File: src/rtl/mux_2x1.sv
// rtl/mux_2x1.sv - 2:1 datapath mux with registered output and saturating select-toggle counter taps
// Define MUX2_PARITY_EN to add the registered even-parity output dataParity.
module mux_2x1 #(
   parameter int BIT_SIZE  = 32,
   parameter int CNT_WIDTH = 8
) (
   input  logic                 clk,
   input  logic                 rst_n,
   input  logic [BIT_SIZE-1:0]  dataA,
   input  logic [BIT_SIZE-1:0]  dataB,
   input  logic                 dataSel,
   output logic [BIT_SIZE-1:0]  dataOut,
   output logic [BIT_SIZE-1:0]  dataOutQ,
`ifdef MUX2_PARITY_EN
   output logic [CNT_WIDTH-1:0] selToggleCnt,
   output logic                 dataParity
`else
   output logic [CNT_WIDTH-1:0] selToggleCnt
`endif
);

   logic selPrev;
   logic selToggled;
   logic cntSaturated;

   // Unknown select falls to the default arm so dataA passes without X-propagation.
   always_comb begin
      dataOut = dataA;
      case (dataSel)
         1'b1:    dataOut = dataB;
         default: dataOut = dataA;
      endcase
   end

   assign selToggled   = (dataSel != selPrev);
   assign cntSaturated = &selToggleCnt;

   always_ff @(posedge clk or negedge rst_n) begin
      if (!rst_n) begin
         dataOutQ     <= '0;
         selPrev      <= 1'b0;
         selToggleCnt <= '0;
      end else begin
         dataOutQ <= dataOut;
         selPrev  <= dataSel;
         if (selToggled && !cntSaturated) begin
            selToggleCnt <= selToggleCnt + CNT_WIDTH'(1);
         end
      end
   end

`ifdef MUX2_PARITY_EN
   always_ff @(posedge clk or negedge rst_n) begin
      if (!rst_n) begin
         dataParity <= 1'b0;
      end else begin
         dataParity <= ^dataOut;
      end
   end
`endif

endmodule

File: config.mk
export PLATFORM = sky130hd
export DESIGN_NAME = mux_2x1
export DESIGN_NICKNAME = d
export VERILOG_FILES = /design/src/rtl/mux_2x1.sv
export SDC_FILE = /design/constraint.sdc
export NUM_CORES = 1
export LEC_CHECK = 0
export ABC_CLOCK_PERIOD_IN_PS = 1600
export CORE_ASPECT_RATIO = 1.75
export CORE_MARGIN = 1.5
export CORE_UTILIZATION = 33
export CTS_BUF_LIST = sky130_fd_sc_hd__clkbuf_2
export CTS_CLUSTER_SIZE = 20
export DETAILED_ROUTE_END_ITERATION = 16
export PLACE_DENSITY_LB_ADDON = 0.05
export RECOVER_POWER = 50
export SLEW_MARGIN = 25
export SYNTH_ARGS = -nofsm -noshare
export SYNTH_HDL_FRONTEND = slang
export SYNTH_SLANG_ARGS = --single-unit
File: constraint.sdc
create_clock -name clk -period 1.6 [get_ports clk]
set_input_delay 0.16 -clock clk [delete_from_list [all_inputs] [get_ports clk]]
set_output_delay 0.16 -clock clk [all_outputs]
set_load 0.02 [all_outputs]
# Word-level counts from Yosys, hierarchy flattened

Cells that the tools add are included.

Bits in registers: 41
Latch bits: 0
Bits in writable memories: 0
Bits in read-only memories: 0
Bits of input ports: 67
Output and inout port bits: 72
Logic and storage cells: 9
Memories: 0

Add/sub/neg operators: 1
Multipliers: 0
Div/mod/pow operators: 0
$lt $le $gt $ge: 0
Equality and inequality tests: 1
Shift operators: 0
Muxes and demuxes: 1
Bitwise operators: 0
Reductions and logical operators: 3

Operators with widths:

| kind                                                           | number |
|---|---|
| 32-bit two-way mux                                             | 1 |
| 8-bit by 1-bit adder with 8-bit output (second input constant) | 1 |
| 8-bit AND reduction                                            | 1 |
| 1-bit logical AND                                              | 1 |
| 1-bit logical NOT                                              | 1 |
| 1-bit inequality test                                          | 1 |

# Logic depth before layout (Yosys ltp)

Gate-level depths: netlist of the first run.

Depth after elaboration: 3
Depth in mapped cells: 5
Gate-level depth less buffers: 5

# Worst setup path before layout of the first run

OpenSTA, ideal clock, no wires.

Path type: register to register
Start point: reg selToggleCnt[3]
End point: reg selToggleCnt[1]
Library setup time: 128 ps
Arrival: 1465 ps
Setup slack: 8 ps
Stages on the path, launching flop included: 5
Buffers on the path: 0
Cell sequence: dfrtp_1 -> nand2_2 -> or3_4 -> o21ai_2 -> mux2_1

Longest elaborated chain between the ends: 3

RTL lines:

| element                | line | text |
|---|---|---|
| start, declared        | 18   | `output logic [CNT_WIDTH-1:0] selToggleCnt` |
| start signal, assigned | 47   | `selToggleCnt <= selToggleCnt + CNT_WIDTH'(1);` |
| 8-bit AND reduction    | 36   | `assign cntSaturated = &selToggleCnt;` |
| 1-bit logical NOT      | 46   | `if (selToggled && !cntSaturated) begin` |
| 1-bit logical AND      | 46   |  |

Every way passes these cells.
A chain may end at the register's enable or synchronous reset.

# Final worst setup path of the first run

Start point: in dataSel
End point: out dataOut[26]

Longest elaborated chain between the ends: 1

RTL lines:

| element            | line | text |
|---|---|---|
| start, declared    | 11   | `input logic dataSel,` |
| 32-bit two-way mux | 29   | `case (dataSel)` |
| end, declared      | 12   | `output logic [BIT_SIZE-1:0] dataOut,` |

Every way passes these cells.

==> results.py, run 1 <==
metrics = {
    "detailed_routing": {
        "drt_iter0_drc": 27,
        "vias_per_cell": 4.71,
        "routed_wl_um": 4700,
        "firstDrtPassIters": 4,
        "drtAntennaViolNets": 0,
        "vias": 1442,
        "drc": 0,
        "wl_per_cell_um": 15.4,
    },
    "critical_path": {
        "required_ns": 1.44,
        "cp.arrival_ns": 1.41,
        "rrSetupSlack_ns": 0.11,
        "reg2reg_depth": 4,
        "critPathMaxFanout": 22,
        "end_kind": "output pin",
        "criticalPathCategory": "input port to output pin",
        "critPathLaunchType": "input port",
    },
    "sta": {
        "skew_ns": 0.0121,
        "timing.setup.tns_ns": 0,
        "fin_crit_sh": 0.979,
        "worst_slew_pin_slew_ns": 0.665,
        "rsz0062_at_grt": "false",
        "slew_headroom": 0.556,
        "period_needed_ns": 1.57,
        "fmax_mhz": 638,
        "hold_violations": 0,
        "slew_violations": 0,
        "setup_viol": 0,
    },
    "synthesis": {
        "ys_seq_area_frac": 0.633,
        "synth_edf_count": 0,
        "yosysTopAreaCell": "dfrtp_1",
        "avgSynthCellArea_um2": 15.6,
        "yosys.cell_types.count": 21,
        "syn_area_um2": 1620,
        "yosys-top-cells-area": "dfrtp_1 (63%), mux2_2 (23%), mux2_1 (2.1%)",
        "ys.flop_type": "dfrtp_1",
        "yosys_warnings": 0,
        "postSynthRegisterBits": 41,
        "synth_common_cells": "dfrtp_1 (41), mux2_2 (33), nand2_1 (4)",
        "syn-num-nets": 172,
        "synthCells": 104,
        "netlist.area_leader.share": 0.633,
        "synthArstFlopShare": 1.00,
        "synth.most_common_cell": "dfrtp_1",
    },
    "floorplanning": {
        "row_count": 33,
        "start_util": 0.344,
        "chipWidth_um": 56.0,
        "die_h_um": 95.7,
        "dieArea_um2": 5360,
        "pin_count": 139,
        "fp.coreArea_um2": 4710,
    },
    "finish": {
        "layout.nets": 322,
        "diodes": 0,
        "synthToLayoutAreaGrowth_pct": 95.0,
        "final_core_util": 0.672,
        "layout-drive-gt1-share": 0.189,
        "fin_cells": 306,
    },
    "clocking": {
        "cts_max_path_buffers": 2,
        "cts_made_buffers": 5,
        "clk_pin_slew_worst_paths_ns": 0.17,
        "cts_tree": "done",
        "insertion_delay_ns": 0.38,
        "clockRootBuffer": "clkbuf_2",
        "cts.sinks": 41,
        "ctsHtreeMaxLevel": 2,
    },
    "placed_design": {
        "dp.cells": 297,
        "hpwl_um": 3880,
        "io_buffers": 138,
        "finalWeightedCongestion": 0.732,
    },
    "pwr": {
        "p_per_area_nw_per_um2": 914,
        "ir_worst_vdd_mv": 0.784,
        "p_leak_nw": 1.36,
    },
    "global_routing": {
        "grt_pass1_vias": 1583,
        "grt-ovfl-total": 0,
        "grt_max_degree": 29,
        "grt_first_pass_wirelength_um": 7390,
        "grt_usage": 0.181,
        "antenna_found_initial": 0,
    },
    "min_path": {
        "hold_path.class": "input port to flop",
        "hold_depth": 2,
    },
    "run": {
        "maxCapViolCount": 0,
    },
    "outcome": {
        "status": "completed",
    },
}
final cells by class:
| type | instances | area (um^2) |
|---|---|---|
| Clock buffer | 6 | 30.0 |
| Clock inverter | 1 | 3.75 |
| Fill cell | 381 | 1550 |
| Inverter | 1 | 3.75 |
| Multi-Input combinational cell | 58 | 569 |
| Sequential cell | 41 | 1030 |
| Tap cell | 52 | 65.1 |
| Timing Repair Buffer | 147 | 1460 |
metal layers:
| metal | track usage | vias to the layer above | share of wire |
|---|---|---|---|
| li1 | - | 660 | - |
| met1 | 0.179 | 684 | 0.31 |
| met2 | 0.339 | 90 | 0.57 |
| met3 | 0.0699 | 8 | 0.10 |
| met4 | 0.0675 | 0 | 0.018 |
| met5 | 0 | - | 0 |
report_power, final:
group	total, W	switching [W]	leakage (nW)	internal [W]
logic	0.00120	0.000565	0.851	0.000638
clock network	0.000403	0.000301	0.0265	0.000102
registers	0.00129	0.0000997	0.483	0.00119
critical path, cell delays in order:
cell and delay, ns:
buf_2 0.14, buf_12 0.18, mux2_2 0.36, clkdlybuf4s50_1 0.56
through the flow:
stage                     total power (W)  setup slack, ns  instance area (um^2)  hold slack (ns)
after floorplan                   0.00186          0.00756                  1620           -0.136
after global placement            0.00255           0.0342                  3110            0.203
after detailed placement          0.00258          0.00769                  3110            0.214
after CTS                         0.00293          0.00386                  3150           0.0730
after global routing              0.00305         0.000377                  3160           0.0589
final                             0.00289           0.0334                  3160            0.102
logic make-up after synthesis:
logic type / Yosys count / synth area share
flops: 41 / 0.633
fa+ha+maj: 1 / 0.00771
simple gates: 12 / 0.0409
compound gates: 5 / 0.0193
mux: 36 / 0.250
buf+inv: 5 / 0.0162
xor+xnor: 4 / 0.0332
worst paths after layout:
path,from,end
max in group asynchronous,rst_n,dataOutQ[0]
worst min register to register,selToggleCnt[0],selToggleCnt[0]
worst min-delay path,dataSel,selPrev
min in group asynchronous,rst_n,dataOutQ[12]
worst max register to register,selToggleCnt[7],selToggleCnt[1]
worst max-delay path,dataSel,dataOut[26]
state kept, by name (all words and copies together), names as in the netlist:
name	count
selPrev	1
selToggleCnt	8
dataOutQ	32
timing repair:
| item | 4_1_cts | 5_1_grt |
|---|---|---|
| hold buffers | 1 | 0 |
| gates resized for setup | 8 | 6 |
| endpoints found under the hold margin | 26 | 0 |
| setup endpoints to repair | 8 | 7 |
| buffers inserted | 0 | 1 |
placed cells by master (no fill, tap or decap):
cell             Yosys  layout
clkinv_1             0       1
nand4_1              2       2
dlygate4sd3_1        0       1
buf_4                1       4
dfrtp_1             41      41
mux2_1               3       6
clkbuf_2             0       7
o21ai_0              1       1
xnor2_1              3       3
inv_1                1       1
xor2_4               1       1
and2b_1              1       1
buf_2                3       1
clkdlybuf4s50_1      0     122
o21ai_2              1       1
nor3_1               1       1
or3_4                1       1
o21bai_1             1       1
nor2_1               1       1
a21oi_1              2       2
nand3_1              1       1
ha_1                 1       1
dlymetal6s2s_1       0       6
dlygate4sd2_1        0       8
clkbuf_1             0       2
nand2_1              4       4
buf_12               0       2
nand2_2              1       1
mux2_2              33      30
Note: power is estimated with default switching activity, not from simulation.
==> run 2, diff against run 1 <==
==> constraint.sdc (replaced) <==
create_clock -name clk -period 1.6 [get_ports clk]
set_input_delay 0.32 -clock clk [delete_from_list [all_inputs] [get_ports clk]]
set_output_delay 0.32 -clock clk [all_outputs]
set_load 0.02 [all_outputs]
==> run 2 against run 1 <==
Effect of this change:
- worst setup slack worse by 0.021 ns
- via count is 0.42% higher
- global-route usage is 0.075 points higher
- clock-buffer cell count is 2 higher
- utilization is 1.4 points lower
==> results.py, run 2 (same netlist as run 1, synthesis figures left out) <==
metrics = {
    "critical_path": {
        "path_cells": "clkdlybuf4s50_1, mux2_2, clkdlybuf4s15_2",
        "rrSetupSlack_ns": 0.07,
        "rr_startpoint": "selToggleCnt[4]",
        "cp.arrival_ns": 1.27,
        "cp-startpoint": "dataB[24]",
        "critPathMaxFanout": 2,
        "cp_slowest_cell": "clkdlybuf4s50_1",
        "crit_end": "dataOut[24]",
        "end_kind": "output pin",
        "required_ns": 1.28,
        "reg2reg_depth": 4,
        "criticalPathCategory": "input port to output pin",
        "critPathLaunchType": "input port",
        "max_stage_delay_ns": 0.41,
        "r2r-end": "selToggleCnt[1]",
    },
    "global_routing": {
        "grt-ovfl-total": 0,
        "grt_usage": 0.182,
        "use_met3": 0.0793,
        "antenna_found_initial": 0,
        "busiest_layer": "met2",
        "met2_usage": 0.358,
        "grt_pass1_vias": 1598,
        "grt_max_degree": 25,
        "gr-usage-met1": 0.158,
        "grt_first_pass_wirelength_um": 7450,
    },
    "clocking": {
        "insertion_delay_ns": 0.38,
        "clk_pin_slew_worst_paths_ns": 0.17,
        "clockRootBuffer": "clkbuf_2",
        "cts_made_buffers": 5,
        "cts_max_path_buffers": 2,
        "ctsHtreeMaxLevel": 2,
        "cts_tree": "done",
        "cts.sinks": 41,
        "cts_setup_buffers": 0,
    },
    "pwr": {
        "p_leak_nw": 1.40,
        "ir_worst_vdd_mv": 0.780,
        "p_per_area_nw_per_um2": 915,
    },
    "sta": {
        "skew_ns": 0.00994,
        "hold_violations": 0,
        "period_needed_ns": 1.59,
        "fin_hold_ws_ns": 0.410,
        "worst_slew_pin_slew_ns": 1.03,
        "rsz0062_at_grt": "false",
        "slew_headroom": 0.314,
        "setup_viol": 0,
        "fmax_mhz": 630,
        "slew_violations": 0,
        "fin_crit_sh": 0.992,
        "layout_setup_ws_ns": 0.0128,
    },
    "finish": {
        "largest_register_ff_count": 32,
        "top_register": "dataOutQ",
        "layout.nets": 327,
        "synthToLayoutAreaGrowth_pct": 91.0,
        "largestRegisters": "dataOutQ: 32 flops, selToggleCnt: 8 flops, selPrev: 1 flops",
        "final_cell_mix": "clkdlybuf4s50_1 (64), dfrtp_1 (40), dlygate4sd2_1 (40), mux2_2 (22), buf_2 (18)",
        "diodes": 0,
        "final_common_cell": "clkdlybuf4s50_1",
        "layout-drive-gt1-share": 0.312,
    },
    "floorplanning": {
        "dieArea_um2": 5360,
        "die_h_um": 95.7,
        "row_count": 33,
        "pin_count": 139,
        "chipWidth_um": 56.0,
        "start_util": 0.344,
        "fp.coreArea_um2": 4710,
    },
    "placed_design": {
        "hpwl_um": 3970,
        "finalWeightedCongestion": 0.735,
        "io_buffers": 138,
        "place_worst_setup_slack_ns": -0.295,
    },
    "detailed_routing": {
        "routed_wl_um": 4760,
        "wl_per_cell_um": 15.3,
        "drt_iter0_drc": 13,
        "vias": 1448,
        "drc": 0,
        "drtAntennaViolNets": 0,
        "vias_per_cell": 4.64,
        "firstDrtPassIters": 2,
    },
    "run": {
        "maxCapViolCount": 0,
    },
    "outcome": {
        "status": "completed",
    },
    "min_path": {
        "hold_path.class": "input port to flop",
        "hold_depth": 3,
    },
}
## run 2: cell count changes in the layout (fill, tap and decap cells not counted), moves of 8 or more
cell / change
mux2_2: -8
dlygate4sd2_1: +32
clkdlybuf4s50_1: -58
buf_2: +17
clkdlybuf4s15_2: +14
mux2_1: +8
## run 2: how the worst min path moves through the flow
stage	start	endpoint	slack, ns
3_5_place_dp	rst_n	dataOutQ[17]	0.28
5_1_grt	dataSel	selPrev	0.37
4_1_cts	rst_n	dataOutQ[0]	0.37
6_report	dataSel	selPrev	0.41
3_3_place_gp	rst_n	dataOutQ[17]	0.27
2_1_floorplan	rst_n	dataOutQ[0]	0.02
## run 2: area by class of cell
type | count | area, um^2
well taps | 52 | 65.1
multi-input cells | 58 | 569
flip-flops and latches | 41 | 1030
repair buffers | 152 | 1390
clock buffers | 8 | 40.0
inverters | 1 | 3.75
fillers | 423 | 1610
## run 2: critical path: cells and delay by family
family / cells / cell delay (ns)
buffers and inverters: 2 / 0.67
muxes: 1 / 0.28
## run 2: timing repair
action,4_1_cts,5_1_grt
endpoints found under the hold margin,17,0
setup endpoints to repair,72,17
hold buffers,1,0
resized for setup,138,16
## run 2: stage by stage
step / std cells / TNS [ns] / instance area [um^2] / utilization / total power [W]
6_report: 312 / 0 / 3100 / 0.658 / 0.00283
5_1_grt: 312 / 0 / 3100 / 0.658 / 0.00299
4_1_cts: 312 / 0 / 3190 / 0.678 / 0.00291
3_5_place_dp: 303 / -8.88 / 3170 / 0.674 / 0.00259
3_3_place_gp: 303 / -8.36 / 3170 / 0.674 / 0.00256
2_1_floorplan: 104 / 0 / 1620 / - / 0.00186
## run 2: routing by layer
metal | share of wire | vias to the layer above | wire [um]
li1 | - | 672 | -
met1 | 0.30 | 682 | 1440
met2 | 0.57 | 87 | 2730
met3 | 0.10 | 7 | 486
met4 | 0.021 | 0 | 100
met5 | 0 | - | 0
## run 2: report_power, final
part	internal, W	switching (W)
Sequential	0.00119	0.000124
Clock	0.000129	0.000307
Combinational	0.000542	0.000544
Total	0.00186	0.000975
